==> src/rtl/ftc_sync_debounce_edge.sv <==
// ---------------------------------------------------------------------------
// ftc_sync_debounce_edge
//
// Sits directly behind an async-input double-rank synchronizer. It accepts a
// level change only after STABLE_CYCLES consecutive equal samples. It then
// emits the clean level plus single-cycle rise/fall pulses. Aborted
// qualifications are counted in a saturating glitch counter for debug/CSR
// readback.
//
// Parameters
//   STABLE_CYCLES  consecutive equal samples needed to accept a change (>=1)
//   CNT_W          width of the saturating glitch counter (>=1)
//   RSTVAL         reset value of filt_level (match the upstream synchronizer)
//
// Ports
//   clk             in   1      block clock
//   rst_n           in   1      async active-low reset
//   test_mode_async in   1      1 = bypass the filter (scan/test)
//   sync_in         in   1      synchronized level (already in clk domain)
//   clr_glitch_cnt  in   1      sync clear of glitch_cnt and glitch_cnt_sat
//   filt_level      out  1      debounced level
//   rise_pulse      out  1      1-cycle pulse on accepted 0->1
//   fall_pulse      out  1      1-cycle pulse on accepted 1->0
//   glitch_cnt      out  CNT_W  rejected-transition count, saturating
//   glitch_cnt_sat  out  1      sticky, set once glitch_cnt reaches all-ones
// ---------------------------------------------------------------------------
module ftc_sync_debounce_edge #(
  parameter int   STABLE_CYCLES = 4,
  parameter int   CNT_W         = 8,
  parameter logic RSTVAL        = 1'b0
) (
  input  logic             clk,
  input  logic             rst_n,
  input  logic             test_mode_async,
  input  logic             sync_in,
  input  logic             clr_glitch_cnt,
  output logic             filt_level,
  output logic             rise_pulse,
  output logic             fall_pulse,
  output logic [CNT_W-1:0] glitch_cnt,
  output logic             glitch_cnt_sat
);

  localparam int QW = $clog2(STABLE_CYCLES + 1);
  localparam logic [QW-1:0]    QUAL_LAST = QW'(STABLE_CYCLES - 1);
  localparam logic [CNT_W-1:0] CNT_MAX   = '1;

  localparam logic [1:0] ST_STABLE_LO = 2'd0;
  localparam logic [1:0] ST_QUAL_HI   = 2'd1;
  localparam logic [1:0] ST_STABLE_HI = 2'd2;
  localparam logic [1:0] ST_QUAL_LO   = 2'd3;
  localparam logic [1:0] ST_RESET     = RSTVAL ? ST_STABLE_HI : ST_STABLE_LO;

  logic [1:0]       r_state;
  logic [QW-1:0]    r_qual_cnt;
  logic             r_filt_level;
  logic             r_rise_pulse;
  logic             r_fall_pulse;
  logic [CNT_W-1:0] r_glitch_cnt;
  logic             r_glitch_cnt_sat;

  logic [1:0]       w_state_nxt;
  logic [QW-1:0]    w_qual_nxt;
  logic             w_level_nxt;
  logic             w_rise_nxt;
  logic             w_fall_nxt;
  logic             w_glitch_inc;
  logic [CNT_W-1:0] w_cnt_nxt;
  logic             w_sat_nxt;

  // Qualification FSM. The STABLE_* states always agree with r_filt_level;
  // the QUAL_* states count samples that disagree with it.
  always_comb begin
    // NOTE: every combinational output is defaulted first, so no path leaves
    // a variable unassigned and no latch is inferred.
    w_state_nxt  = r_state;
    w_qual_nxt   = r_qual_cnt;
    w_level_nxt  = r_filt_level;
    w_rise_nxt   = 1'b0;
    w_fall_nxt   = 1'b0;
    w_glitch_inc = 1'b0;

    if (test_mode_async) begin
      // Bypass: follow sync_in directly. Parking the FSM in the matching
      // stable state makes test-mode exit glitch-free.
      w_level_nxt = sync_in;
      w_rise_nxt  = sync_in & ~r_filt_level;
      w_fall_nxt  = ~sync_in & r_filt_level;
      w_state_nxt = sync_in ? ST_STABLE_HI : ST_STABLE_LO;
      w_qual_nxt  = '0;
    end else begin
      case (r_state)
        ST_STABLE_LO: begin
          if (sync_in) begin
            if (STABLE_CYCLES == 1) begin
              w_state_nxt = ST_STABLE_HI;
              w_level_nxt = 1'b1;
              w_rise_nxt  = 1'b1;
            end else begin
              w_state_nxt = ST_QUAL_HI;
              w_qual_nxt  = QW'(1);
            end
          end
        end
        ST_QUAL_HI: begin
          if (!sync_in) begin
            w_state_nxt  = ST_STABLE_LO;
            w_qual_nxt   = '0;
            w_glitch_inc = 1'b1;
          end else if (r_qual_cnt == QUAL_LAST) begin
            w_state_nxt = ST_STABLE_HI;
            w_qual_nxt  = '0;
            w_level_nxt = 1'b1;
            w_rise_nxt  = 1'b1;
          end else begin
            w_qual_nxt = r_qual_cnt + QW'(1);
          end
        end
        ST_STABLE_HI: begin
          if (!sync_in) begin
            if (STABLE_CYCLES == 1) begin
              w_state_nxt = ST_STABLE_LO;
              w_level_nxt = 1'b0;
              w_fall_nxt  = 1'b1;
            end else begin
              w_state_nxt = ST_QUAL_LO;
              w_qual_nxt  = QW'(1);
            end
          end
        end
        ST_QUAL_LO: begin
          if (sync_in) begin
            w_state_nxt  = ST_STABLE_HI;
            w_qual_nxt   = '0;
            w_glitch_inc = 1'b1;
          end else if (r_qual_cnt == QUAL_LAST) begin
            w_state_nxt = ST_STABLE_LO;
            w_qual_nxt  = '0;
            w_level_nxt = 1'b0;
            w_fall_nxt  = 1'b1;
          end else begin
            w_qual_nxt = r_qual_cnt + QW'(1);
          end
        end
        default: begin
          w_state_nxt = ST_RESET;
          w_qual_nxt  = '0;
        end
      endcase
    end
  end

  // Saturating glitch counter. A clear beats a same-cycle increment, and the
  // sticky flag rises together with the counter reaching all-ones.
  always_comb begin
    w_cnt_nxt = r_glitch_cnt;
    w_sat_nxt = r_glitch_cnt_sat;
    if (clr_glitch_cnt) begin
      w_cnt_nxt = '0;
      w_sat_nxt = 1'b0;
    end else if (w_glitch_inc) begin
      if (r_glitch_cnt != CNT_MAX) begin
        w_cnt_nxt = r_glitch_cnt + CNT_W'(1);
      end
      if (w_cnt_nxt == CNT_MAX) begin
        w_sat_nxt = 1'b1;
      end
    end
  end

  // NOTE: sequential state uses non-blocking assignments so every register
  // samples pre-edge values regardless of statement order.
  always_ff @(posedge clk or negedge rst_n) begin
    if (!rst_n) begin
      r_state          <= ST_RESET;
      r_qual_cnt       <= '0;
      r_filt_level     <= RSTVAL;
      r_rise_pulse     <= 1'b0;
      r_fall_pulse     <= 1'b0;
      r_glitch_cnt     <= '0;
      r_glitch_cnt_sat <= 1'b0;
    end else begin
      r_state          <= w_state_nxt;
      r_qual_cnt       <= w_qual_nxt;
      r_filt_level     <= w_level_nxt;
      r_rise_pulse     <= w_rise_nxt;
      r_fall_pulse     <= w_fall_nxt;
      r_glitch_cnt     <= w_cnt_nxt;
      r_glitch_cnt_sat <= w_sat_nxt;
    end
  end

  assign filt_level     = r_filt_level;
  assign rise_pulse     = r_rise_pulse;
  assign fall_pulse     = r_fall_pulse;
  assign glitch_cnt     = r_glitch_cnt;
  assign glitch_cnt_sat = r_glitch_cnt_sat;

endmodule
==> config.mk <==
export PLATFORM = sky130hd
export DESIGN_NAME = ftc_sync_debounce_edge
export DESIGN_NICKNAME = d
export VERILOG_FILES = /design/src/rtl/ftc_sync_debounce_edge.sv
export SDC_FILE = /design/constraint.sdc
export NUM_CORES = 1
export LEC_CHECK = 0
export ABC_AREA = 1
export CAP_MARGIN = 25
export CORE_MARGIN = 5
export CORE_UTILIZATION = 27
export DETAILED_ROUTE_END_ITERATION = 8
export HOLD_SLACK_MARGIN = 0.06
export PLACE_DENSITY = 0.44
export SYNTH_ARGS = -nofsm -noshare
export SYNTH_HDL_FRONTEND = slang
export SYNTH_SLANG_ARGS = --single-unit
==> constraint.sdc <==
create_clock -name clk -period 1.9 [get_ports clk]
set_input_delay 0.19 -clock clk [delete_from_list [all_inputs] [get_ports clk]]
set_output_delay 0.19 -clock clk [all_outputs]
set_load 0.02 [all_outputs]
Word-level counts from Yosys, hierarchy flattened
Cells that the tools add are included.
{"block": "op_classes", "n_mux": 41, "bitwise_logic": 4, "n_eq_ne": 14, "n_addsub": 2, "reduce_logical": 8}
{"operator": "$mux 8", "count": 5}
{"operator": "$mux 1", "count": 18}
{"operator": "$mux 3", "count": 6}
{"operator": "$ne 3x3->1 const B", "count": 6}
{"operator": "$mux 2", "count": 8}
{"operator": "$pmux 3 s4", "count": 1}
{"operator": "$add 8x1->8 const B", "count": 1}
{"operator": "$eq 8x8->1 const B", "count": 1}
{"operator": "$ne 4x4->1 const B", "count": 2}
{"operator": "$ne 8x8->1 const B", "count": 1}
{"operator": "$pmux 2 s4", "count": 1}
{"operator": "$reduce_and 5->1", "count": 1}
{"operator": "$eq 2x2->1 const B", "count": 2}
{"operator": "$pmux 1 s2", "count": 2}
{"operator": "$reduce_and 2->1", "count": 2}
{"operator": "$reduce_and 4->1", "count": 1}
{"operator": "$reduce_bool 2->1", "count": 2}
{"operator": "$add 3x1->3 const B", "count": 1}
{"operator": "$eq 3x2->1 const B", "count": 1}
{"operator": "$reduce_bool 3->1", "count": 1}
{"operator": "$and 1x1->1", "count": 2}
{"operator": "$eq 2x1->1 const B", "count": 1}
{"operator": "$logic_not 2->1", "count": 1}
{"operator": "$not 1->1", "count": 2}
{"block": "totals", "word_cells": 76, "ff_bits": 17, "output_inout_bits": 12}

Depth between registers and ports, before layout
{"block": "logic_depth", "depth_word": 9, "mapped_depth": 10, "ltp_nobuf": 10}

Least setup slack after synthesis
No wires, ideal clock.
{"block": "synth_path", "path_kind": "flip-flop to flip-flop", "start": "register r_glitch_cnt[1] (netlist: glitch_cnt[1])", "end": "register r_glitch_cnt_sat (netlist: glitch_cnt_sat)", "path_slack_ps": 370, "setup_ps": 73, "n_path_buf": 0, "stages_incl_launch_ff": 9, "arrival_time_ps": 1457, "cell_sequence": "dfrtp_1 -> ha_1 -> nand2_2 -> nor2_4 -> nand2_4 -> xor2_1 -> nor2_2 -> nand3_1 -> a21oi_2"}
{"block": "synth_via", "elab_chain_cells": 7}
{"item": "start: declaration", "line": "59", "rtl": "logic [CNT_W-1:0] r_glitch_cnt;"}
{"item": "start signal: assignment", "line": "188", "rtl": "r_glitch_cnt <= w_cnt_nxt;"}
{"item": "$add 8x1->8 / $ne 8x8->1 (equally long branches)", "line": "163, 162"}
{"item": "$mux 8 (*)", "line": "162", "rtl": "if (r_glitch_cnt != CNT_MAX) begin"}
{"item": "$mux 8 (*)", "line": "161", "rtl": "end else if (w_glitch_inc) begin"}
{"item": "$mux 8 (*)", "line": "158", "rtl": "if (clr_glitch_cnt) begin"}
{"item": "$eq 8x8->1 (*)", "line": "165", "rtl": "if (w_cnt_nxt == CNT_MAX) begin"}
{"item": "$reduce_bool 2->1 (no line) (*)"}
{"item": "$reduce_and 2->1 (no line) (*)"}
{"item": "end signal: assignment", "line": "189", "rtl": "r_glitch_cnt_sat <= w_sat_nxt;"}
{"item": "end: declaration", "line": "60", "rtl": "logic r_glitch_cnt_sat;"}
Every way passes the cells marked *; elsewhere a longest branch is shown, timed or not. The select of a mux whose other input is x is not followed.
A chain may end at the register's enable or synchronous reset.

Final worst setup path
Same ends and word-level chain as after synthesis.

==> metrics.md <==
| Metric | Value |
|---|---|
| Status | `finished clean` |
| Row count | `22` |
| Antenna viol nets, final | `0` |
| R2R cell count | `9` |
| Final Hold Viols | `0` |
| Post-synthesis mux area share | `0%` |
| Post-Place Cell Area | `roughly 1200 sq um` |
| H-tree Lvls | `1` |
| Max stage delay on crit path | `0.44 ns` |
| IO Port Bufs | `16` |
| Period Utilization, post-route | `83.0%` |
| Worst Path Max Fanout | `7` |
| Main combinational cell family by area after synthesis | `simple AND/OR/NAND/NOR gates` |
| Pwr dens | `656 nW/um^2` |
| Total die area | `4950 sq um` |
| Core Area | `about 3600 sq um` |
| Antenna cells | `0` |
| Switching share of power | `28.3%` |
| Layout Area Growth over Synthesis | `28.5%` |
| GRT Util Overall | `10.2%` |
| Setup Buffers After CTS | `0` |
| Layout cells sized above 1 | `15.3%` |
| Root buffer cell | `clkbuf_8` |
| Register-to-Register Setup Slack | `between 0.3 and 0.4 ns` |
| Worst path cell trace | `ha_1 > nand2_2 > nor2_4 > nand2_4 > nand3_1 > nand2_1 > nor2_1 > nand3_1 > a21oi_2` |
| Synth Area per Inst | `about 8.1 sq um` |
| Vias in the first global route | `888` |
| Synth Area in Compound Gates | `11.7%` |
| Total wire length | `2210 microns` |
| DPL Wire Length | `1800 microns` |
| Synth Area in Simple Gates | `31.3%` |
| GRT overflow | `0` |
| Commonest cells after routing, fill and taps aside | `23 x nand2_1, 17 x dfrtp_1, 16 x nand3_1, 16 x clkdlybuf4s50_1, 13 x inv_1` |
| Initial antenna violation count | `0` |
| Net Count, Synth | `between 100 and 150` |
| F_max | `~0.63 GHz` |
| Clock Path Buffers | `2` |
| RSZ-0062 raised after global routing | `no` |
| Psw | `between 0.0002 and 0.00025 W` |
| Unique cell type count in the Yosys netlist | `28` |
| Slew @ Worst Pin | `0.317 ns` |
| Initial DRC count | `68` |
| Initial DRT Pass Iterations | `4` |
| Slew Limit Fails | `0` |
| Register area share after synthesis | `43.3%` |
| Reg2reg start | `glitch_cnt[1]` |
| Lkg Pwr | `0.571 nW` |
| CP arrival | `1.76 ns` |
| R2R Path End | `glitch_cnt_sat` |
| Endpoint class of the critical path | `register` |
| Cell area after layout | `1260 sq um` |
| Synthesized flop and latch total | `17` |
| # IOs | `17` |
| Max Cap Violations | `0` |
| VDD IR-drop max | `0.000354 V` |
| Hold Path Class | `in2async` |
| Largest net degree at the start of global routing | `18` |
| DRC errors left | `0` |
| Final core utilization | `between 30% and 40%` |
| Syn Std Cell Area | `983 sq um` |
| Startpoint class of the critical path | `register` |
| Via count | `868` |
| Cell Int Power | `0.000594 W` |
| Crit-path slowest cell | `dfrtp_1` |
| Total CTS buffers | `3` |
| Syn Inst Count | `about 120` |
| Commonest non-fill, non-tap cell in the layout | `nand2_1` |
| Nets@finish | `152` |
| Xor and xnor area share after synthesis | `3.56%` |
| GPL Wtd Cong | `0.852` |
| CTS sink cnt | `17` |
| Crit Path Class | `reg2reg` |
| Vias per inst | `4.52` |
| CP dominant cell by count | `nand3_1` |
| Die width | `70.4 microns` |
| Fin crit period | `1.58 ns` |
| TNS Setup | `0 ns` |
| Final setup vio count | `0` |
| Synth Area in Adders | `under 10%` |
| YS warnings | `0` |
| Combinational fraction of design power | `19.3%` |
| Sequential share of power | `48.9%` |
| First-pass GRT wire length | `4050 microns` |
| Post_cts resized | `0` |
| Clock power frac | `31.8%` |
| Clock Skew | `0.00118 ns` |
| Slew headroom | `78.6%` |
| Worst skew pair latency | `0.25 ns` |
| Fin Hold WS | `between 0.2 and 0.3 ns` |
| Filler cell count in the final layout | `approximately 380` |
| TritonCTS clock tree | `done` |
| Worst EP required | `2.08 ns` |
| Starting Density | `27.3%` |
| Clock transition at the registers of the reported paths | `0.06 ns` |
| Routed WL per cell | `11.5 microns` |
| Die height | `about 70 microns` |
| Hold Buf Count CTS | `0` |
## sequential cells by signal, indices dropped and copies added, names as in the netlist, named ones only
signal / count
rise_pulse: 1
glitch_cnt: 8
r_qual_cnt: 3
filt_level: 1
r_state: 1
glitch_cnt_sat: 1
fall_pulse: 1
## kinds of logic after synthesis
logic type / Yosys count
adders and majority gates: 2
xor gates and xnor gates: 4
DFF: 17
AOI/OAI and AO/OA: 18
buffers and inverters: 20
and+or+nand+nor: 61
## power groups by stage
| stage | Sequential, W | Combinational, W | Clock, W |
|---|---|---|---|
| floorplan | 0.000420 | 0.0000866 | 0 |
| detailed placement | 0.000413 | 0.000161 | 0 |
| finish | 0.000405 | 0.000160 | 0.000263 |
| CTS | 0.000406 | 0.000163 | 0.000273 |
| global route | 0.000409 | 0.000179 | 0.000303 |
| global placement | 0.000413 | 0.000160 | 0 |
## synthesized netlist by cell type
cell	count	share of area [%]
nand2_1	23	8.8
dfrtp_1	17	43
nand3_1	16	8.1
inv_1	13	5.0
nor2_1	9	3.4
inv_2	6	2.3
o21ai_0	4	2.0
o22ai_1	4	2.5
a21oi_1	3	1.5
nand2_2	3	1.9
nor2_4	3	3.4
xor2_1	3	2.7
ha_1	2	2.5
nand3_2	2	2.0
a21oi_2	1	0.89
a31oi_1	1	0.64
a32o_1	1	1.0
clkinv_1	1	0.38
nand2_4	1	1.1
nand4_1	1	0.64
nor2_2	1	0.64
nor3_1	1	0.51
nor4_1	1	0.64
o21ai_1	1	0.51
o21bai_1	1	0.76
o311ai_1	1	0.89
o32ai_1	1	0.89
xnor2_1	1	0.89
## how the worst max path moves through the flow
stage / startpoint / endpoint / slack [ns] / cells after the start
after floorplan: glitch_cnt[1] / glitch_cnt_sat / 0.37 / 8
after global placement: sync_in / glitch_cnt_sat / 0.30 / 9
after detailed placement: test_mode_async / glitch_cnt_sat / 0.26 / 8
after CTS: glitch_cnt[1] / glitch_cnt_sat / 0.29 / 9
after global routing: glitch_cnt[1] / glitch_cnt_sat / 0.14 / 9
final: glitch_cnt[1] / glitch_cnt_sat / 0.32 / 9
## cell type report
class | instances | area [sq um] | share of cell area, %
tap | 48 | 60.1 | 4.75
clock buffer | 4 | 45.0 | 3.56
inverter | 20 | 75.1 | 5.94
timing repair buffer | 18 | 175 | 13.9
sequential | 17 | 425 | 33.7
multi-input combinational | 85 | 483 | 38.2
## metal layers
| metal | up-vias | part of all wire, % | GRT usage, % |
|---|---|---|---|
| met4 | 0 | 1.9 | 5.32 |
| met3 | 4 | 3.4 | 2.30 |
| met2 | 11 | 50 | 15.8 |
| met5 | - | 0 | 0 |
| li1 | 453 | - | - |
| met1 | 400 | 45 | 13.1 |
## through the flow
stage          setup slack [ns]  instances  power [W]
6_report                  0.323        192   0.000828
3_5_place_dp              0.264        188   0.000574
3_3_place_gp              0.297        188   0.000573
5_1_grt                   0.141        192   0.000892
2_1_floorplan             0.370        122   0.000507
4_1_cts                   0.286        192   0.000841
## worst max-delay path: cells and delay by family, from the launching register on
family | cells | cell delay [ns]
compound gates | 1 | 0.12
fa+ha+maj | 1 | 0.25
flops | 1 | 0.44
simple gates | 7 | 0.69
(Power assumes the default switching activity.)
